### src/rtl/input_buffer_xy_if.sv
// Flit-side and arbiter-side signals of one router input port.
// master: upstream neighbour plus arbiters; slave: the input buffer.
interface input_buffer_xy_if #(
  parameter int DATA_WIDTH = 32
);
  logic [DATA_WIDTH-1:0] RX;
  logic                  DRTS;
  logic                  CTS;
  logic                  read_en_N;
  logic                  read_en_E;
  logic                  read_en_W;
  logic                  read_en_S;
  logic                  read_en_L;
  logic [DATA_WIDTH-1:0] Data_out;
  logic                  empty;
  logic                  Req_N;
  logic                  Req_E;
  logic                  Req_W;
  logic                  Req_S;
  logic                  Req_L;
  logic                  err;

  modport master (
    output RX, DRTS, read_en_N, read_en_E, read_en_W, read_en_S, read_en_L,
    input  CTS, Data_out, empty, Req_N, Req_E, Req_W, Req_S, Req_L, err
  );

  modport slave (
    input  RX, DRTS, read_en_N, read_en_E, read_en_W, read_en_S, read_en_L,
    output CTS, Data_out, empty, Req_N, Req_E, Req_W, Req_S, Req_L, err
  );
endinterface

### src/rtl/input_buffer_xy.sv
// Router input port: RTS/CTS receive FIFO with first-word-fall-through head
// and XY route request held from header until the tail flit is popped.
module input_buffer_xy #(
  parameter int DATA_WIDTH = 32,
  parameter int DEPTH      = 4,
  parameter int COORD_W    = 4,
  parameter int CUR_X      = 0,
  parameter int CUR_Y      = 0
) (
  input  logic               clk,
  input  logic               rst,
  input_buffer_xy_if.slave   bus
);

  localparam int PTR_W = (DEPTH > 1) ? $clog2(DEPTH) : 1;
  localparam logic [PTR_W:0]   FULL_CNT = (PTR_W + 1)'(DEPTH);
  localparam logic [2:0]       T_HEADER = 3'b001;
  localparam logic [2:0]       T_TAIL   = 3'b100;
  localparam logic [COORD_W-1:0] CX     = COORD_W'(CUR_X);
  localparam logic [COORD_W-1:0] CY     = COORD_W'(CUR_Y);

  // Request vector bit order: {N, E, W, S, L}
  localparam logic [4:0] R_N = 5'b10000;
  localparam logic [4:0] R_E = 5'b01000;
  localparam logic [4:0] R_W = 5'b00100;
  localparam logic [4:0] R_S = 5'b00010;
  localparam logic [4:0] R_L = 5'b00001;

  typedef enum logic {IDLE, ROUTED} state_e;

  logic [DATA_WIDTH-1:0] mem_q [DEPTH];
  logic [PTR_W-1:0]      wr_ptr_q, rd_ptr_q;
  logic [PTR_W:0]        count_q, count_d;
  logic                  cts_q;
  logic                  err_q, err_d;
  logic [4:0]            req_q, req_d;
  state_e                state_q, state_d;

  logic                  empty_w, full_w, wr, ext_pop, discard, pop;
  logic [DATA_WIDTH-1:0] head;
  logic [2:0]            head_type;
  logic [COORD_W-1:0]    dest_x, dest_y;
  logic [4:0]            route;

  assign empty_w   = (count_q == '0);
  assign full_w    = (count_q == FULL_CNT);
  assign wr        = cts_q & ~full_w;
  assign ext_pop   = (bus.read_en_N | bus.read_en_E | bus.read_en_W |
                      bus.read_en_S | bus.read_en_L) & ~empty_w;
  assign pop       = ext_pop | discard;

  assign head      = mem_q[rd_ptr_q];
  assign head_type = head[DATA_WIDTH-1:DATA_WIDTH-3];
  assign dest_x    = head[2*COORD_W-1:COORD_W];
  assign dest_y    = head[COORD_W-1:0];

  always_comb begin
    count_d = count_q;
    if (wr && !pop)      count_d = count_q + 1'b1;
    else if (pop && !wr) count_d = count_q - 1'b1;
  end

  always_ff @(posedge clk) begin
    if (rst) begin
      cts_q    <= 1'b0;
      wr_ptr_q <= '0;
      rd_ptr_q <= '0;
      count_q  <= '0;
    end else begin
      cts_q   <= bus.DRTS & ~cts_q & ~full_w;
      count_q <= count_d;
      if (wr)  wr_ptr_q <= wr_ptr_q + 1'b1;
      if (pop) rd_ptr_q <= rd_ptr_q + 1'b1;
    end
  end

  always_ff @(posedge clk) begin
    if (wr) mem_q[wr_ptr_q] <= bus.RX;
  end

  always_comb begin
    route = R_L;
    if (dest_x > CX)      route = R_E;
    else if (dest_x < CX) route = R_W;
    else if (dest_y > CY) route = R_S;
    else if (dest_y < CY) route = R_N;
  end

  always_ff @(posedge clk) begin
    if (rst) begin
      state_q <= IDLE;
      req_q   <= '0;
      err_q   <= 1'b0;
    end else begin
      state_q <= state_d;
      req_q   <= req_d;
      err_q   <= err_d;
    end
  end

  always_comb begin
    state_d = state_q;
    case (state_q)
      IDLE:    if (!empty_w && !ext_pop && head_type == T_HEADER) state_d = ROUTED;
      ROUTED:  if (ext_pop && head_type == T_TAIL)                 state_d = IDLE;
      default: state_d = IDLE;
    endcase
  end

  // A non-header reaching the head outside a packet is dropped on the spot.
  always_comb begin
    req_d   = req_q;
    err_d   = err_q;
    discard = 1'b0;
    case (state_q)
      IDLE: begin
        if (!empty_w && head_type != T_HEADER) begin
          discard = 1'b1;
          err_d   = 1'b1;
        end else if (!empty_w && !ext_pop) begin
          req_d = route;
        end
      end
      ROUTED:  if (ext_pop && head_type == T_TAIL) req_d = '0;
      default: req_d = '0;
    endcase
  end

  assign bus.CTS      = cts_q;
  assign bus.Data_out = head;
  assign bus.empty    = empty_w;
  assign bus.Req_N    = req_q[4];
  assign bus.Req_E    = req_q[3];
  assign bus.Req_W    = req_q[2];
  assign bus.Req_S    = req_q[1];
  assign bus.Req_L    = req_q[0];
  assign bus.err      = err_q;

endmodule

### src/flat_wrapper.sv
// flat-port wrapper written by rule: the top's interface ports become plain ports
module input_buffer_xy_flat 
#(
  parameter int DATA_WIDTH = 32,
  parameter int DEPTH      = 4,
  parameter int COORD_W    = 4,
  parameter int CUR_X      = 0,
  parameter int CUR_Y      = 0
)
  (clk, rst, bus_RX, bus_DRTS, bus_read_en_N, bus_read_en_E, bus_read_en_W, bus_read_en_S, bus_read_en_L, bus_CTS, bus_Data_out, bus_empty, bus_Req_N, bus_Req_E, bus_Req_W, bus_Req_S, bus_Req_L, bus_err);
  input_buffer_xy_if #(.DATA_WIDTH(DATA_WIDTH)) bus_i ();
  input  logic clk;
  input  logic rst;
  input wire logic [$bits(bus_i.RX)-1:0] bus_RX;
  input wire logic [$bits(bus_i.DRTS)-1:0] bus_DRTS;
  input wire logic [$bits(bus_i.read_en_N)-1:0] bus_read_en_N;
  input wire logic [$bits(bus_i.read_en_E)-1:0] bus_read_en_E;
  input wire logic [$bits(bus_i.read_en_W)-1:0] bus_read_en_W;
  input wire logic [$bits(bus_i.read_en_S)-1:0] bus_read_en_S;
  input wire logic [$bits(bus_i.read_en_L)-1:0] bus_read_en_L;
  output wire logic [$bits(bus_i.CTS)-1:0] bus_CTS;
  output wire logic [$bits(bus_i.Data_out)-1:0] bus_Data_out;
  output wire logic [$bits(bus_i.empty)-1:0] bus_empty;
  output wire logic [$bits(bus_i.Req_N)-1:0] bus_Req_N;
  output wire logic [$bits(bus_i.Req_E)-1:0] bus_Req_E;
  output wire logic [$bits(bus_i.Req_W)-1:0] bus_Req_W;
  output wire logic [$bits(bus_i.Req_S)-1:0] bus_Req_S;
  output wire logic [$bits(bus_i.Req_L)-1:0] bus_Req_L;
  output wire logic [$bits(bus_i.err)-1:0] bus_err;
  assign bus_i.RX = bus_RX;
  assign bus_i.DRTS = bus_DRTS;
  assign bus_i.read_en_N = bus_read_en_N;
  assign bus_i.read_en_E = bus_read_en_E;
  assign bus_i.read_en_W = bus_read_en_W;
  assign bus_i.read_en_S = bus_read_en_S;
  assign bus_i.read_en_L = bus_read_en_L;
  assign bus_CTS = bus_i.CTS;
  assign bus_Data_out = bus_i.Data_out;
  assign bus_empty = bus_i.empty;
  assign bus_Req_N = bus_i.Req_N;
  assign bus_Req_E = bus_i.Req_E;
  assign bus_Req_W = bus_i.Req_W;
  assign bus_Req_S = bus_i.Req_S;
  assign bus_Req_L = bus_i.Req_L;
  assign bus_err = bus_i.err;
  input_buffer_xy #(.DATA_WIDTH(DATA_WIDTH), .DEPTH(DEPTH), .COORD_W(COORD_W), .CUR_X(CUR_X), .CUR_Y(CUR_Y)) u_core (.clk(clk), .rst(rst), .bus(bus_i));
endmodule
### config.mk
export PLATFORM = sky130hd
export DESIGN_NAME = input_buffer_xy_flat
export DESIGN_NICKNAME = d
export VERILOG_FILES = /design/src/rtl/input_buffer_xy_if.sv /design/src/rtl/input_buffer_xy.sv /design/src/flat_wrapper.sv
export SDC_FILE = /design/constraint.sdc
export NUM_CORES = 1
export LEC_CHECK = 0
export ABC_AREA = 1
export CAP_MARGIN = 40
export CORE_MARGIN = 4
export CORE_UTILIZATION = 54
export CTS_BUF_LIST = sky130_fd_sc_hd__clkbuf_16
export CTS_CLUSTER_DIAMETER = 60
export DETAILED_ROUTE_END_ITERATION = 8
export GPL_TIMING_DRIVEN = 0
export PLACE_DENSITY = 0.79
export RECOVER_POWER = 50
export SYNTH_ARGS = -nofsm -noshare
export SYNTH_HDL_FRONTEND = slang
export SYNTH_SLANG_ARGS = --single-unit
### constraint.sdc
create_clock -name clk -period 3 [get_ports clk]
set_input_delay 0.9 -clock clk [delete_from_list [all_inputs] [get_ports clk]]
set_output_delay 0.9 -clock clk [all_outputs]
set_load 0.01 [all_outputs]
==> flow_summary_export.csv <==
group,metric,value,unit
drt,wirelength,11900,um
final_layout,fill_cells,723,
sta,clock.fmax,350,MHz
drt,vias,3769,
sta,min_period,2.85,ns
synthesis,synth_adder_area_share,0.0144,
final_layout,layout_commonest_cell,"edfxtp_1",
synthesis,syn_inst,469,
synthesis,synth_top_family_by_area,"simple AND/OR/NAND/NOR gates",
sta,rsz0062_at_grt,"no",
final_layout,final_layout_size_suffix_gt1_frac,0.136,
sta,worst_pin_slew,1.38,ns
synthesis,avgSynthCellArea,12.3,um2
clocking,cts_tree,"yes",
floorplan,die_h,111,um
drt,wl_per_cell,16.5,um
placement,place_area,6830,um2
min_path,hold_path_class,"reg2reg",
global_routing,grt_max_degree,21,
power_and_ir_drop,p_leak,2.76,nW
power_and_ir_drop,power,6.47,mW
drt,postRouteAntennaNets,0,
drt,routed_via_density,5.25,
final_layout,antennaDiodeCount,0,
final_layout,area_growth,28.2,%
clocking,cts_sinks,143,
synthesis,synth_compound_area_frac,0.0716,
clocking,clk_latency,0.42,ns
setup_path,arrival,1.95,ns
sta,hold_slack,0.446,ns
clocking,clk_pin_slew,0.06,ns
global_routing,grt_first_pass_wirelength,19000,um
synthesis,synth_mux_area_frac,0,
synthesis,synthDistinctLibCells,25,
floorplan,die_w,111,um
setup_path,cp-end-kind,"primary output",
global_routing,grt_antenna_before_repair,0,
clocking,clock_path_buffers,2,
setup_path,crit_type,"reg2out",
clocking,cts_root_buf,"clkbuf_16",
drt,drtIter0Drc,257,
global_routing,grt-ovfl-total,0,
sta,post-route-period-util,0.951,
final_layout,final_cell_mix,"edfxtp_1, nand2_1, nor2_1",
setup_path,cp-start-kind,"register",
synthesis,synth_area,5750,um2
floorplan,core-area,10300,um2
sta,hold_viol_final,0,
flow_run,drv_cap,0,
floorplan,rows,37,
final_layout,final_area,7370,um2
floorplan,die-area,12400,um2
sta,skew,0.0104,ns
placement,gp_congestion,0.749,
synthesis,synthSimpleGateAreaFrac,0.137,
setup_path,crit_path_max_fanout,10,
synthesis,synth-seq-cells,143,
global_routing,grt.total_usage,0.198,
power_and_ir_drop,irDropWorstVdd,516,uV
global_routing,grt_pass1_vias,3848,
setup_path,worstPathRequired,2.10,ns
sta,setup_viol,0,
sta,tns,0,ns
run_status,outcome,"completed",
final_layout,layout.nets,616,
floorplan,ioPinCount,80,
clocking,cts_buffers,17,
synthesis,synth_xor_xnor_area_share,0.00305,
drt,route.detailed.drc,0,
floorplan,start_util,0.557,
placement,io_buffer_count,77,
placement,dp_hpwl,7780,um
sta,max_slew_margin,0.0790,
synthesis,yosysSeqAreaShare,0.721,
synthesis,ys_warn_count,0,
sta,final_max_slew_viol_count,0,
clocking,h-tree-depth,4,
drt,firstDrtPassIters,5,
clocking,postCtsSetupBuffers,0,
power_and_ir_drop,p_per_area,878,nW/um2
[power breakdown]
part	internal (mW)	switching, mW
clock	1.06	0.811
sequential	2.32	0.0589
combinational	0.920	1.30
[kinds of logic (layout without fill, tap and decap cells)]
group	count (synthesis)	in the layout
XOR/XNOR	2	2
flip-flops	143	143
AND/OR/NAND/NOR	177	177
AO/OA/AOI/OAI	77	77
other	1	2
buffers and inverters	63	175
adder cells (fa/ha/maj)	6	6
[layout make-up]
class                      instances  area [um2]  share of cell area
buffer                            22         196              0.0267
clock buffer                      17         425              0.0577
clock inverter                    14         111              0.0151
inverter                          41         154              0.0209
multi-input combinational        264        1310               0.178
sequential                       143        4140               0.562
tap                              136         170              0.0231
timing repair buffer              81         855               0.116
[synth_stat cells]
cell      number  area (um2)
dfxtp_1       15         300
inv_1         38         143
o22ai_1       21         131
inv_2          3        11.3
nand2_1       69         259
o21ai_0       47         235
buf_8          1        15.0
nand2_2       11        68.8
buf_4          2        15.0
a21oi_1        9        45.0
nand3_2        3        30.0
xor2_1         2        17.5
buf_6          6        67.6
nor2_4         3        33.8
buf_2          1        5.00
nor2_2         2        12.5
nor2_1        57         214
nand4_2        1        12.5
clkbuf_1      12        45.0
edfxtp_1     128        3840
conb_1         1        3.75
nor3_1         1        5.00
fa_1           1        20.0
nand3_1       30         150
ha_1           5        62.6
[flip-flops by register name (all words and copies together) (netlist names), named ones only]
signal	flops
u_core.bus.CTS	1
u_core.bus.err	1
u_core.mem_q	128
u_core.req_q	3
u_core.count_q	3
u_core.wr_ptr_q	2
u_core.state_q	1
u_core.rd_ptr_q	2
[worst max-delay path, cell delays in order (launching register included)]
cell and delay, ns:
dfxtp_1 0.33, buf_6 0.12, buf_4 0.19, clkbuf_4 0.23, o21ai_0 0.13, o22ai_1 0.23
dlygate4sd2_1 0.31
[routing by layer]
layer | wire (um) | global-route usage | part of all wire | vias up
li1 | - | - | - | 1830
met1 | 4920 | 0.231 | 0.41 | 1811
met2 | 6130 | 0.355 | 0.52 | 121
met3 | 721 | 0.0529 | 0.061 | 7
met4 | 95 | 0.0608 | 0.0080 | 0
met5 | 0 | 0 | 0 | -
[what timing repair did]
item                       CTS  global route
setup endpoints to repair   21             0
hold buffers                 0             0
resized for setup           45             0
[final timing paths]
path / depth (start not counted) / start / slack [ns] / to
min: 2 / u_core.bus.err / 0.45 / u_core.bus.err
max reg2reg: 5 / u_core.count_q[0] / 0.42 / u_core.mem_q[3][7]
min reg2reg: 2 / u_core.bus.err / 0.45 / u_core.bus.err
max: 6 / register / 0.15 / bus_Data_out[11]
[through the flow]
stage,worst slack [ns],util,cells
after floorplan,0.442,-,470
after global placement,-0.670,0.648,683
after detailed placement,-0.0282,0.662,687
after CTS,0.133,0.716,718
after global routing,0.0446,0.714,718
final,0.146,0.714,718
Power figures use the tool's default switching activity.
